**config.mk**
```make
export PLATFORM = sky130hd
export DESIGN_NAME = counter_updn_mod
export DESIGN_NICKNAME = d
export VERILOG_FILES = /design/src/rtl/counter_pkg.sv /design/src/rtl/counter_prescale.sv /design/src/rtl/counter_updn_mod.sv
export SDC_FILE = /design/constraint.sdc
export NUM_CORES = 1
export LEC_CHECK = 0
export CORE_AREA = 2 2 39 41
export CTS_CLUSTER_SIZE = 28
export DETAILED_ROUTE_END_ITERATION = 8
export DIE_AREA = 0 0 41 43
export SLEW_MARGIN = 20
export SYNTH_ARGS = -nofsm -noshare
export SYNTH_HDL_FRONTEND = slang
export SYNTH_HIERARCHICAL = 1
export SYNTH_SLANG_ARGS = --single-unit
```
**constraint.sdc**
```tcl
create_clock -name clk -period 3 [get_ports clk]
set_input_delay 0.75 -clock clk [delete_from_list [all_inputs] [get_ports clk]]
set_output_delay 0.75 -clock clk [all_outputs]
set_load 0.005 [all_outputs]
```
**src/rtl/counter_pkg.sv**
```systemverilog
// counter_pkg: shared direction constants, parameter defaults and prescaler width helper
package counter_pkg;
   localparam logic CNT_UP = 1'b1;
   localparam logic CNT_DN = 1'b0;
   localparam int DEF_WIDTH = 4;
   localparam longint DEF_MODULUS = 16;
   localparam int DEF_PRESCALE = 1;
   // Phase register needs at least one bit even when PRESCALE is 1
   function automatic int pre_width(input int p);
      return (p > 1) ? $clog2(p) : 1;
   endfunction
endpackage

```
**src/rtl/counter_prescale.sv**
```systemverilog
// counter_prescale: one-cycle tick on every PRESCALE-th enabled cycle; sync_rst restarts the phase
module counter_prescale
   import counter_pkg::*;
#(
   parameter int PRESCALE = DEF_PRESCALE
) (
   input  logic clk,
   input  logic rst_n,
   input  logic en,
   input  logic sync_rst,
   output logic tick
);
   localparam int PW = pre_width(PRESCALE);
   localparam logic [PW-1:0] LAST = PW'(PRESCALE - 1);
   logic [PW-1:0] phase;
   assign tick = en && phase == LAST;
   always_ff @(posedge clk or negedge rst_n)
      if (!rst_n) phase <= '0;
      else if (sync_rst || tick) phase <= '0;
      else if (en) phase <= phase + PW'(1);
endmodule

```
**src/rtl/counter_updn_mod.sv**
```systemverilog
// counter_updn_mod: modulo up/down counter with prescaler, load, clear and terminal-count pulse
// COUNTER_SATURATE_EN: saturate at the range ends instead of wrapping
module counter_updn_mod
   import counter_pkg::*;
#(
   parameter int WIDTH = DEF_WIDTH,
   parameter longint MODULUS = DEF_MODULUS,
   parameter int PRESCALE = DEF_PRESCALE
) (
   input  logic             clk,
   input  logic             rst_n,
   input  logic             en,
   input  logic             up,
   input  logic             load,
   input  logic             clr,
   input  logic [WIDTH-1:0] d,
   output logic [WIDTH-1:0] count,
   output logic             tc
);
   localparam logic [WIDTH-1:0] MAX = WIDTH'(MODULUS - 1);
   localparam logic [WIDTH:0] MODW = (WIDTH + 1)'(MODULUS);
   localparam logic [WIDTH-1:0] ONE = WIDTH'(1);
   logic tick, hit;
   logic [WIDTH-1:0] nxt;
   counter_prescale #(.PRESCALE(PRESCALE)) u_pre (
      .clk(clk),
      .rst_n(rst_n),
      .en(en),
      .sync_rst(clr | load),
      .tick(tick)
   );
   always_comb begin
      hit = (up == CNT_UP) ? count == MAX : count == '0;
`ifdef COUNTER_SATURATE_EN
      nxt = hit ? count : (up == CNT_UP) ? count + ONE : count - ONE;
`else
      nxt = (up == CNT_UP) ? (hit ? '0 : count + ONE) : (hit ? MAX : count - ONE);
`endif
   end
   always_ff @(posedge clk or negedge rst_n)
      if (!rst_n) begin
         count <= '0;
         tc <= 1'b0;
      end else if (clr) begin
         count <= '0;
         tc <= 1'b0;
      end else if (load) begin
         count <= ({1'b0, d} < MODW) ? d : MAX;
         tc <= 1'b0;
      end else begin
         count <= tick ? nxt : count;
         tc <= tick && hit;
      end
endmodule

```
Word-level counts from Yosys, hierarchy flattened:

Index checks and enable logic that the tools add are counted.

* $add $sub $neg: 3
* reduce and logical (&&, ||, !) cells: 6
* multiplexer cells: 11
* equal/unequal tests: 1
* bitwise operators: 2

Operators with widths (count)
* 2-to-1 mux 4 bit: 6
* 2-to-1 mux 1 bit: 5
* adder 4 x 1 -> 4 bit (second input constant): 1
* equality test 4 bit (second input constant): 1
* logical NOT 4 bit: 1
* subtractor 4 x 1 -> 4 bit (second input constant): 1
* nonzero test 3 bit: 1
* logical AND 1 bit: 2
* nonzero test 2 bit: 1
* adder 1 bit (second input constant): 1
* logical OR 1 bit: 1
* inverter 1 bit: 1
* bitwise OR 1 bit: 1

* word-level logic and storage cells: 26
* bits in registers: 6
* output and inout bits: 5
* input bits: 10

Depth between registers and ports, before layout:

Gate-level depths: netlist (run 1).

* word-level depth: 7
* mapped depth: 6
* mapped depth without buffers: 6

Cells and area by module:

The synthesis (run 1) kept the hierarchy.

Modules (own cells, without submodules)
* counter_updn_mod: times used 1, sequential area each 125.1 um^2, area each 439.2 um^2, cells an instance 54
* counter_prescale: times used 1, sequential area each 25.0 um^2, area each 46.3 um^2, cells an instance 3

Least setup slack after synthesis (run 1):

No wires, ideal clock.

* path kind: input to register
* start point: input up
* end point: register tc
* slack: 1.353 ns
* buffers on the path: 1
* stages on the path: 5
* data required time: 2.920 ns
* arrival: 1.567 ns
* library setup time: 0.080 ns
* cells stage by stage: buf_2 > or3b_1 > nor2_1 > a41oi_1 > nor3b_2

* cells in the longest elaborated chain, start to end: 4

Ends and longest elaborated chain
* from (decl): RTL line counter_updn_mod.sv:13 `input logic up,`
* 2-to-1 mux 1 bit: RTL line counter_updn_mod.sv:33 `hit = (up == CNT_UP) ? count == MAX : count == '0;`
* logical AND 1 bit: RTL line counter_updn_mod.sv:52 `tc <= tick && hit;`
* 2-to-1 mux 1 bit: RTL line counter_updn_mod.sv:47 `end else if (load) begin`
* 2-to-1 mux 1 bit: RTL line counter_updn_mod.sv:44 `end else if (clr) begin`
* to (signal assigned): RTL line counter_updn_mod.sv:52
* to (decl): RTL line counter_updn_mod.sv:18 `output logic tc`

Every way passes these cells.
A chain may end at the register's enable or synchronous reset.

Worst setup path after layout (run 1):

* start point: register count[2]
* end point: output count[2]

RTL lines
* from (decl): RTL line counter_updn_mod.sv:17 `output logic [WIDTH-1:0] count,`
* from (signal assigned): RTL line counter_updn_mod.sv:48 `count <= ({1'b0, d} < MODW) ? d : MAX;`
* from (signal assigned): RTL line counter_updn_mod.sv:51 `count <= tick ? nxt : count;`

No word-level cell between the ends.

==> metrics list, run 1 <==
* Min Hold Slack: 534 ps
* Total cell area at the placement stage: 626 sq um
* Number of primary I/O pins: 15
* Clock tree from TritonCTS: done
- Cell types occupying the most area after synthesis: dfrtp_1, a21oi_1, ha_1, nor3b_2, nor2_1
* Count of vias placed by the detailed router: 467
- Detailed placement ended at an HPWL of 785 microns.
* Start-to-end type of the worst setup path: flip-flop to primary output
- Drt via density: 5.37
- In this run the cell area of the synthesized design comes to 485 sq um.
- Area leader, netlist: dfrtp_1
- Area share of the leading cell type in the synthesized netlist: 30.9%
- Yosys printed 6 warnings.
- Pin count of the biggest net entering global routing: 12
- Final worst clock skew: 2.52 ps
- Slew HR: 77.0%
- The die is 41 microns wide.
- The flow ran to the end, and the final reports show no timing, DRC or antenna violations.
- For the worst setup path, the data required time is 2250 ps.
- Gate family responsible for the most delay along the worst path: buffers and inverters
* Reg-to-reg startpoint: count[0]
* Root buf cell: clkbuf_4
- Sequential fraction of the synthesis area: 30.9%
- Global routing consumed, over all layers together, 15.3% of the routing resources.
* Hold buffer count at cts: 0
- Clock edge transition at the registers on the reported setup and hold paths: 50 ps
- At the pin with the least slew margin, the transition time is 343 ps.
- At the end of the flow, the number of nets in the layout was 85.
- Global route total overflow: 0
- In this run the vertical extent of the chip is 43 microns.
- Global Route met1 Usage: 19.0%
- Worst VDD drop: 0.000186 V
- With fillers left out, the area of the finished cells amounts to 648 sq um.
- Starting DRT DRC Count: 11
- Gate count of the mapped netlist: 57
- Met3 usage: 7.85%
- Initial core utilization: 35.1%
- Yosys cell types: 31
- Synthesis produced a netlist with a net count of 69.
- Die Outline Area: 1760 sq um
* Worst path buffer plus inverter count: 1
* Diode insertion count for antenna repair: 0
- Busiest metal layer after global routing: met2
- Sum of routed wire length over all layers: 1060 microns
- CP cell instances: clkdlybuf4s50_1
* Share of final-layout standard cells stronger than drive strength 1: 15.5%
- In this run the worst setup path begins at count[2].
- Cell with the largest stage delay on the worst path: clkdlybuf4s50_1
- Minimum clock period after layout: 2080 ps
* Routed WL per cell: 12.1 microns
- In this run, post-CTS repair resized a total of 0 instances.
- Global placer's final weighted congestion: 0.736
- For met2 alone, demand over resource in global routing was 21.3%.
- Core Util, Final: 46.8%
* Number of post-CTS setup repair buffers: 0
- CTS built an H-tree with a depth of 1.
* Critical path peak fanout: 10
* Dpl ws: 827 ps
- Core area: 1380 sq um
- Final hold violation count: 0
* Total CTS buffers: 3
* Count of standard-cell rows: 14
* Post-route fraction of the period consumed by the critical path: 69.4%
* LEAKAGE: 0.255 nW
- Setup violations remaining at the end of the flow were counted as 0.
- The pre-antenna-repair detailed-routing pass consisted of 4 iterations.
- STA classifies the critical path endpoint as a primary output.
- Setup TNS Final: 0 ps
- From synthesis to final layout, the design area changed by 33.5%.
* Max-slew violation count: 0
- The first global-routing pass estimated 1790 microns of wire.
- CP startpoint kind: flip-flop
* Count of port buffers added during placement: 14
* Number of flip-flops and latches in the synthesized netlist: 6
* Critical path data arrival time: 1330 ps
- Final Worst Setup Slack: 919 ps
- Pwr/cell area: 365 nW/um^2
- Clock net sink count: 6
- Unrepaired setup endpoints after global routing: no
- Skew-Pair Late Insertion Delay: 250 ps
* Number of maximum-capacitance constraint violations: 0
* Antenna violations before repair: 0
- The number of global-route vias before repair is 428.
- Worst reg2reg setup slack: 1360 ps
* Max Buffers Root-to-Sink: 2
- Largest stage delay on the critical path: 570 ps
- Dividing the synthesized area by the synthesized cell count gives 8.52 sq um.
- For this run, design rule violations remaining after detail routing come to 0.
* Post-route ant nets: 0
- Hold_sp: u_pre/phase
* Achievable Freq: 480 MHz
- Worst hold path class: flip-flop to flip-flop
[per-stage QoR]
stage          cells  power (mW)
5_1_grt           87       0.260
3_5_place_dp      84       0.162
3_3_place_gp      84       0.162
4_1_cts           87       0.243
2_1_floorplan     57       0.134
6_report          87       0.237
[cells in the mapped netlist (all sizes together)]
cell,number
a211o,1
a21oi,7
a31o,1
a31oi,2
a41oi,1
and2b,2
buf,2
clkbuf,1
dfrtp,6
ha,2
inv,4
mux2,1
nand2,4
nand2b,1
nand4b,1
nor2,5
nor2b,1
nor3,2
nor3b,3
o21a,1
o21ai,3
o311ai,1
o31ai,1
or2,1
or3b,1
or4,1
xnor2,1
[cell type report]
class | count | area [sq um]
fill | 145 | 736
multi-input combinational | 44 | 300
sequential | 6 | 150
timing repair buffer | 14 | 140
clock buffer | 3 | 22.5
tap | 16 | 20.0
inverter | 4 | 15.0
[flip-flops by register name, summed over array words and instances (netlist names)]
| signal | flops |
|---|---|
| count | 4 |
| tc | 1 |
| u_pre/phase | 1 |
[cells in the final DEF, fill, tap and decap left out, types with 2 or more instances in the layout]
master           synthesis  layout
and2b_2                  2       2
ha_1                     2       2
clkbuf_4                 0       3
o21ai_0                  3       3
clkdlybuf4s50_1          0      14
a21oi_1                  7       7
nor3b_2                  2       2
a31oi_1                  2       2
dfrtp_1                  6       6
inv_1                    3       3
nor2_1                   5       5
nand2_1                  4       4
[power by group]
part / internal, mW / total [mW] / switching (mW) / leakage (nW)
clock: 0.0454 / 0.0767 / 0.0313 / 0.0138
combinational: 0.0378 / 0.0650 / 0.0272 / 0.161
sequential: 0.0855 / 0.0950 / 0.00955 / 0.0800
[cell families after synthesis]
logic type	synth area share [%]
AOI/OAI and AO/OA	23.2
xor gates and xnor gates	1.80
adders and majority gates	5.15
buffers and inverters	7.21
DFF	30.9
muxes	2.32
and+or+nand+nor	29.4
[routing by layer]
metal,vias up,wire (microns)
met2,18,529
met5,-,0
li1,236,-
met4,0,0
met1,213,450
met3,0,75
[worst paths after layout]
path                                to  cells after the start
min in group asynchronous           tc                      1
max in group asynchronous     count[2]                      1
max reg2reg                   count[1]                      6
min                        u_pre/phase                      1
max                           count[2]                      1
min reg2reg                u_pre/phase                      1
No activity file was read; power rests on OpenSTA's default activity.
==> inputs of run 2 (changes only) <==
PLACE_DENSITY = 0.67   (was not set)
clock period = 1.8 ns   (was 3 ns; I/O delays follow)
==> run 2 against run 1 <==
Cell count is 10% higher. Critical endpoint unchanged. Critical path type unchanged. Sequential share of layout area is 1.8 points lower. Wire length is 15% higher. Largest cell class unchanged. Sequential cell count stayed put. Setup slack worse by 810 ps. Sequential power is 67% higher. Total power is 74% higher. Register-to-register slack worse by 1200 ps. Cell area is 11% higher. Clock skew is 3.9 ps higher. Core utilization is 5.2 points higher. Critical path depth stayed put.
==> metrics list, run 2 (synthesized netlist as in run 1, its figures left out) <==
- Status: complete, no violations
- DIE WIDTH: 41 microns (unchanged)
* Count of standard-cell rows: 14 (unchanged)
* Pwr/cell area: 571 nW/um^2 (+56%)
* Worst VDD drop: 0.000274 V (+47%)
- The fill cell total of the finished layout came to 136 (-6.2%).
- Clock net sink count: 6 (unchanged)
- Clock tree from TritonCTS: done
* Minimum clock period after layout: 1690 ps
- Slew HR: 79.1% (+2.1 points)
- NetSw: 116 uW (+70%)
* Cell with the largest stage delay on the worst path: clkdlybuf4s50_1
* Fin nets: 94 (+11%)
- The maximum level of the CTS H-tree came to 1 (unchanged).
- The buffers plus inverters on the worst setup path was 1 (unchanged).
- In the final layout, the registers with the most flip-flops are count: 4 flops, tc: 1 flops, u_pre/phase: 1 flops.
* Leading cell type in the layout, fill and taps excluded: clkdlybuf4s50_1
* Min Hold Slack: 457 ps (-76.7 ps)
- The placer congestion estimate was 0.715 (-2.8%).
* Cell internal power dissipation: 295 uW (+75%)
* Largest stage delay on the critical path: 540 ps (-30 ps)
- Global router's overall resource usage: 17.6% (+2.3 points)
- Drt via density: 5.19 (-3.4%)
- Antenna violations before repair: 0 (unchanged)
- The number of violations reported at the end of detailed-routing iteration 0 is 11 (unchanged).
* Critical path data arrival time: 1240 ps (-90 ps)
- The standby leakage power is 0.294 nW (+15%).
* Initial core utilization: 35.1% (unchanged)
* Flip-flop count of the largest register, all copies and words added: 4 (unchanged)
- Relative to the synthesized area, the layout overhead comes to 48.2%.
- Setup repair after global routing left no endpoint under its margin.
* Die boundary height: 43 microns (unchanged)
- Count of port buffers added during placement: 14 (unchanged)
* Post-route DRC violation count: 0 (unchanged)
- The number of global-route vias before repair came to 527 (+23%).
- Clock edge transition at the registers on the reported setup and hold paths: 50 ps (about the same)
- The setup skew after layout is 6.43 ps (+3.91 ps).
* CP startpoint kind: flip-flop
- The critical path is of the flip-flop to primary output type.
* Final hold violation count: 0 (unchanged)
* Core area: 1380 sq um (unchanged)
* Max Buffers Root-to-Sink: 2 (unchanged)
- The total area of sequential cells was 154 sq um (+2.5%).
- The required time of the critical path was 1350 ps (-900 ps).
- Worst hold path class: input port to async pin
* Combinational fraction of design power: 30.9% (+3.4 points)
- The share of total power in the clock network was 30.3% (-2.1 points).
- The total die area was 1760 sq um (unchanged).
* Number of post-CTS setup repair buffers: 0 (unchanged)
- The number of optimization iterations in the first detailed-route pass is 4 (unchanged).
- The post-layout instance area was 719 sq um (+11%).
* Routed WL per cell: 12.7 microns (+4.6%)
* Slew at the pin closest to its max-slew limit: 310 ps (-33.7 ps)
- The setup TNS was 0 ps (unchanged).
- Final setup fails: 0 (unchanged)
* Wire length of the first global-routing pass: 2110 microns (+18%)
- The non-filler instance count after layout came to 96 (+10%).
- Number of maximum-capacitance constraint violations: 0 (unchanged)
- Register with the most flip-flops: count
- The clock buffer count from CTS came to 3 (unchanged).
- The half-perimeter wire length after detailed placement was 939 microns (+20%).
* Number of primary I/O pins: 15 (unchanged)
- Diode insertion count for antenna repair: 0 (unchanged)
- The final global-route overflow total is 0 (unchanged).
- The total via count after detailed routing came to 498 (+6.6%).
- Pin count of the biggest net entering global routing: 11 (-1)
- In the finished design, the share of the clock period the worst path needs comes to 94.1%.
- The part of the power in registers was 38.7% (-1.4 points).
- Post-route ant nets: 0 (unchanged)
* Critical path peak fanout: 10 (unchanged)
- Share of final-layout standard cells stronger than drive strength 1: 28.7% (+13 points)
- Root buf cell: clkbuf_4
- The net switching fraction of the power came to 28.2% (-0.57 points).
- The kind of cell with the highest combined delay along the critical path is buffers and inverters.
- CP cell instances: clkdlybuf4s50_1
- The combined area of the multi-input logic cells was 300 sq um (unchanged).
- Overall power of the completed layout: 411 uW (+74%)
- The count of placed standard cells including taps came to 93 (+11%).
- Leading cell types in the layout, fill and taps excluded: clkdlybuf4s50_1, buf_4, a21oi_1, nor2_1, nand2_1
- Sum of routed wire length over all layers: 1220 microns (+15%)
- Crit. End Element: primary output
* Achievable Freq: 590 MHz
* Total cell area at the placement stage: 693 sq um (+11%)
- The final max-slew violation count was 0 (unchanged).
- The insertion delay to the later sink of the worst-skew pair came to 240 ps (about the same).
-- run 2: cell count changes in the layout (fill, tap and decap cells not counted), sizes merged --
cell,before,now
buf,0,9
-- run 2: final cells by class --
cell class / count / area share, %
Timing Repair Buffer: 23 / 28.9
Multi-Input combinational cell: 44 / 41.7
Tap cell: 16 / 2.78
Sequential cell: 6 / 21.4
Clock buffer: 3 / 3.13
Inverter: 4 / 2.09
-- run 2: final timing paths --
| path | startpoint | endpoint | slack [ps] | cells past startpoint |
|---|---|---|---|---|
| hold reg to reg | u_pre/phase | u_pre/phase | 570 | 1 |
| setup / recovery | count[2] | count[2] | 110 | 1 |
| setup reg to reg | count[0] | tc | 210 | 6 |
| hold / removal | rst_n | tc | 460 | 1 |
| min in group clk | u_pre/phase | u_pre/phase | 570 | 1 |
| max in group asynchronous | rst_n | count[2] | 1090 | 1 |
-- run 2: metrics by stage --
step,utilization (%),setup WS [ps]
3_3_place_gp,50.1,16.6
5_1_grt,52.0,59.7
4_1_cts,51.8,45.0
3_5_place_dp,50.1,-16.1
2_1_floorplan,-,306
6_report,52.0,106
-- run 2: power by group through the flow --
stage	Clock [mW]	Combinational [mW]	Sequential, mW
floorplan	0	0.0681	0.155
global placement	0	0.125	0.160
detailed placement	0	0.127	0.160
CTS	0.131	0.127	0.158
global route	0.139	0.142	0.161
finish	0.125	0.127	0.159
-- run 2: timing repair --
item | CTS | global route
cloned | 0 | 0
gates resized for setup | 1 | 2
hold buffers | 0 | 0
endpoints found under the setup margin | 1 | 2
-- run 2: per-layer routing --
layer,share of wire (%),vias to the layer above,GRT usage (%),wire length [microns]
li1,-,253,-,-
met2,51,17,27.5,616
met1,44,228,20.3,538
met5,0,-,0,0
met4,0,0,10.0,0
met3,5.2,0,4.71,63
==> inputs of run 3 (changes only) <==
CORE_AREA = 5 5 42 44   (was 2 2 39 41)
DIE_AREA = 0 0 47 49   (was 0 0 41 43)
==> run 3 against run 2 <==
Total power shrank 3.3%. First-iteration DRC count shrank 36%. Die area grew 31%. Non-clock buffer count shrank 4. Critical path depth is the same. Critical path type unchanged. Highest routed layer unchanged. Count of clock-buffer cells in the layout is the same. Maximum frequency shrank 0.46%.
==> metrics list, run 3 (synthesized netlist as in run 1, its figures left out) <==
- The flow ran to the end, and the final reports show no timing, DRC or antenna violations.
- The critical path is of the flip-flop to primary output type.
- Slew HR: 79.3% (+0.17 points)
* Met1 layer wirelength in the final routing: 489 microns (-9.1%)
- Met3 WL post-DR: 84 microns (+33%)
- Largest stage delay on the critical path: 550 ps (about the same)
* Destination of the worst register-to-register timing path: count[1]
- Die Outline Area: 2300 sq um (+31%)
- DIE WIDTH: 47 microns (+15%)
- Skew-Pair Late Insertion Delay: 240 ps (about the same)
* Overall power of the completed layout: 398 uW (-3.3%)
- Total CTS buffers: 3 (unchanged)
- Worst reg2reg setup slack: 190 ps (-20 ps)
- The count of input and output buffers was 14 (unchanged).
- The critical path goes through clkdlybuf4s50_1.
* Slew at the pin closest to its max-slew limit: 307 ps (-2.50 ps)
- Core area: 1400 sq um (+1.3%)
* Flip-flop count of the largest register, all copies and words added: 4 (unchanged)
- The final global-route overflow total was 0 (unchanged).
* Number of primary I/O pins: 15 (unchanged)
* Pwr/cell area: 579 nW/um^2 (+1.3%)
- The floorplan row count is 14 (unchanged).
* Leading cell types in the layout, fill and taps excluded: clkdlybuf4s50_1, a21oi_1, nor2_1, dfrtp_1, buf_4
- Max Buffers Root-to-Sink: 2 (unchanged)
* Post-route DRC violation count: 0 (unchanged)
- The slowest stage of the critical path is the clkdlybuf4s50_1 cell.
- Clock edge transition at the registers on the reported setup and hold paths: 40 ps (about the same)
- Unrepaired setup endpoints after global routing: no
- In this run the worst hold path is classified as input port to async pin.
- The number of hold-repair buffers added at the cts stage was 0 (unchanged).
* Global placer's final weighted congestion: 0.724 (+1.3%)
* Fin nets: 90 (-4.3%)
- Final hold violation count: 0 (unchanged)
- FF/Latch Area: 151 sq um (-1.6%)
* Highest layer used for signal routing: met3
- Clock net sink count: 6 (unchanged)
* Final worst clock skew: 1.78 ps (-4.65 ps)
- count holds more flip-flops than any other register.
- Compared with the post-synthesis result, the final layout area differs by 41.5%.
* Placed Instances: 89 (-4.3%)
- Pin count of the biggest net entering global routing: 11 (unchanged)
- Starting DRT DRC Count: 7 (-4)
- The via density per instance is 5.26 (+1.4%).
- The final max-slew violation count came to 0 (unchanged).
- CP startpoint kind: flip-flop
* Leading cell type in the layout, fill and taps excluded: clkdlybuf4s50_1
- The buffers plus inverters on the worst setup path is 1 (unchanged).
- The final wirelength was 1160 microns (-4.4%).
- Reg-to-reg startpoint: count[0]
- TritonCTS built the clock tree.
* Final setup fails: 0 (unchanged)
- The clock period minus final worst setup slack came to 1700 ps (+7.87 ps).
* LEAKAGE: 0.278 nW (-5.5%)
- Critical path peak fanout: 8 (-2)
* Gate family responsible for the most delay along the worst path: buffers and inverters
- Crit. End Element: primary output
- Wire length of the first global-routing pass: 1880 microns (-11%)
- The fill cell total of the finished layout is 148 (+8.8%).
- The total global-route track usage came to 11.5% (-6.0 points).
- Number of maximum-capacitance constraint violations: 0 (unchanged)
* Dpl ws: -1.63 ps (+14.5 ps)
* H-tree depth reported by CTS: 1 (unchanged)
* Root buf cell: clkbuf_4
- Achievable Freq: 588 MHz (-0.46%)
* Half-perimeter wire length after placement: 943 microns (+0.40%)
* Count of vias placed by the detailed router: 484 (-2.8%)
* Number of detailed-routing iterations run before antenna repair: 3 (-1)
- Routed wl met2: 590 microns (-4.2%)
- The final clock period utilization by the worst path came to 94.6% (+0.44 points).
* Worst VDD drop: 0.000414 V (+51%)
- Post-route ant nets: 0 (unchanged)
* Critical path data arrival time: 1250 ps (about the same)
* Number of global-route vias before repair: 448 (-15%)
* Registers with the most flip-flops: count: 4 flops, tc: 1 flops, u_pre/phase: 1 flops
* Antenna violations before repair: 0 (unchanged)
- The depth of the worst register-to-register path is 6 (unchanged).
* Data required time at the worst endpoint: 1350 ps (about the same)
- The total inserted antenna cells came to 0 (unchanged).
- The worst setup slack after layout was 98.1 ps (-7.87 ps).
- Routed WL per cell: 12.7 microns (-0.28%)
- Initial core utilization: 34.6% (-0.44 points)
* Final cell count without fillers: 92 (-4.2%)
- The die height is 49 microns (+14%).
- The combined area of the multi-input logic cells was 300 sq um (unchanged).
- The fraction of final layout cells sized beyond drive strength 1 came to 22.4% (-6.4 points).
==> run 3: cell count changes in the layout (fill, tap and decap cells not counted), sizes merged <==
cell / change
buf: -4
==> run 3: how the worst max path moves through the flow <==
stage / from / to / slack, ps / depth (start not counted)
global placement: up / tc / 30 / 5
floorplan: count[0] / count[1] / 310 / 6
CTS: count[2] / count[2] / 5 / 1
finish: count[0] / count[0] / 100 / 1
detailed placement: en / count[1] / -2 / 6
global route: count[0] / count[1] / 5 / 6
==> run 3: routing by layer <==
layer,global-route usage (%),vias up
met5,0,-
met4,2.76,0
met3,7.38,0
met2,17.4,13
met1,13.4,227
li1,-,244
==> run 3: layout make-up <==
class / count / area share [%]
Sequential cell: 6 / 22.0
Tap cell: 16 / 2.91
Multi-Input combinational cell: 44 / 43.7
Timing Repair Buffer: 19 / 25.9
Clock buffer: 3 / 3.28
Inverter: 4 / 2.19
==> run 3: through the flow <==
step,cell area [sq um],util [%],setup TNS (ps),hold WS (ps)
6_report,687,49.0,0,458
3_5_place_dp,663,47.3,-2.94,512
2_1_floorplan,485,-,0,154
3_3_place_gp,663,47.3,0,500
5_1_grt,687,49.0,0,469
4_1_cts,686,48.9,0,454
==> run 3: power breakdown <==
part           total, mW  leakage, nW  internal, mW  switching (mW)
sequential         0.156       0.0787         0.143          0.0125
clock              0.119       0.0138        0.0751          0.0444
combinational      0.123        0.186        0.0709          0.0516
total              0.398        0.278         0.289           0.108
==> run 3: worst register-to-register path: cells and delay by family (launching register included) <==
kind / cells / cell delay, ps
AOI/OAI and AO/OA: 4 / 650
DFF: 1 / 460
adders and majority gates: 1 / 330
buffers and inverters: 1 / 100
==> run 3: what timing repair did <==
item / CTS / global route
resized for setup: 0 / 1
endpoints found under the setup margin: 0 / 1
buffers inserted: 0 / 0
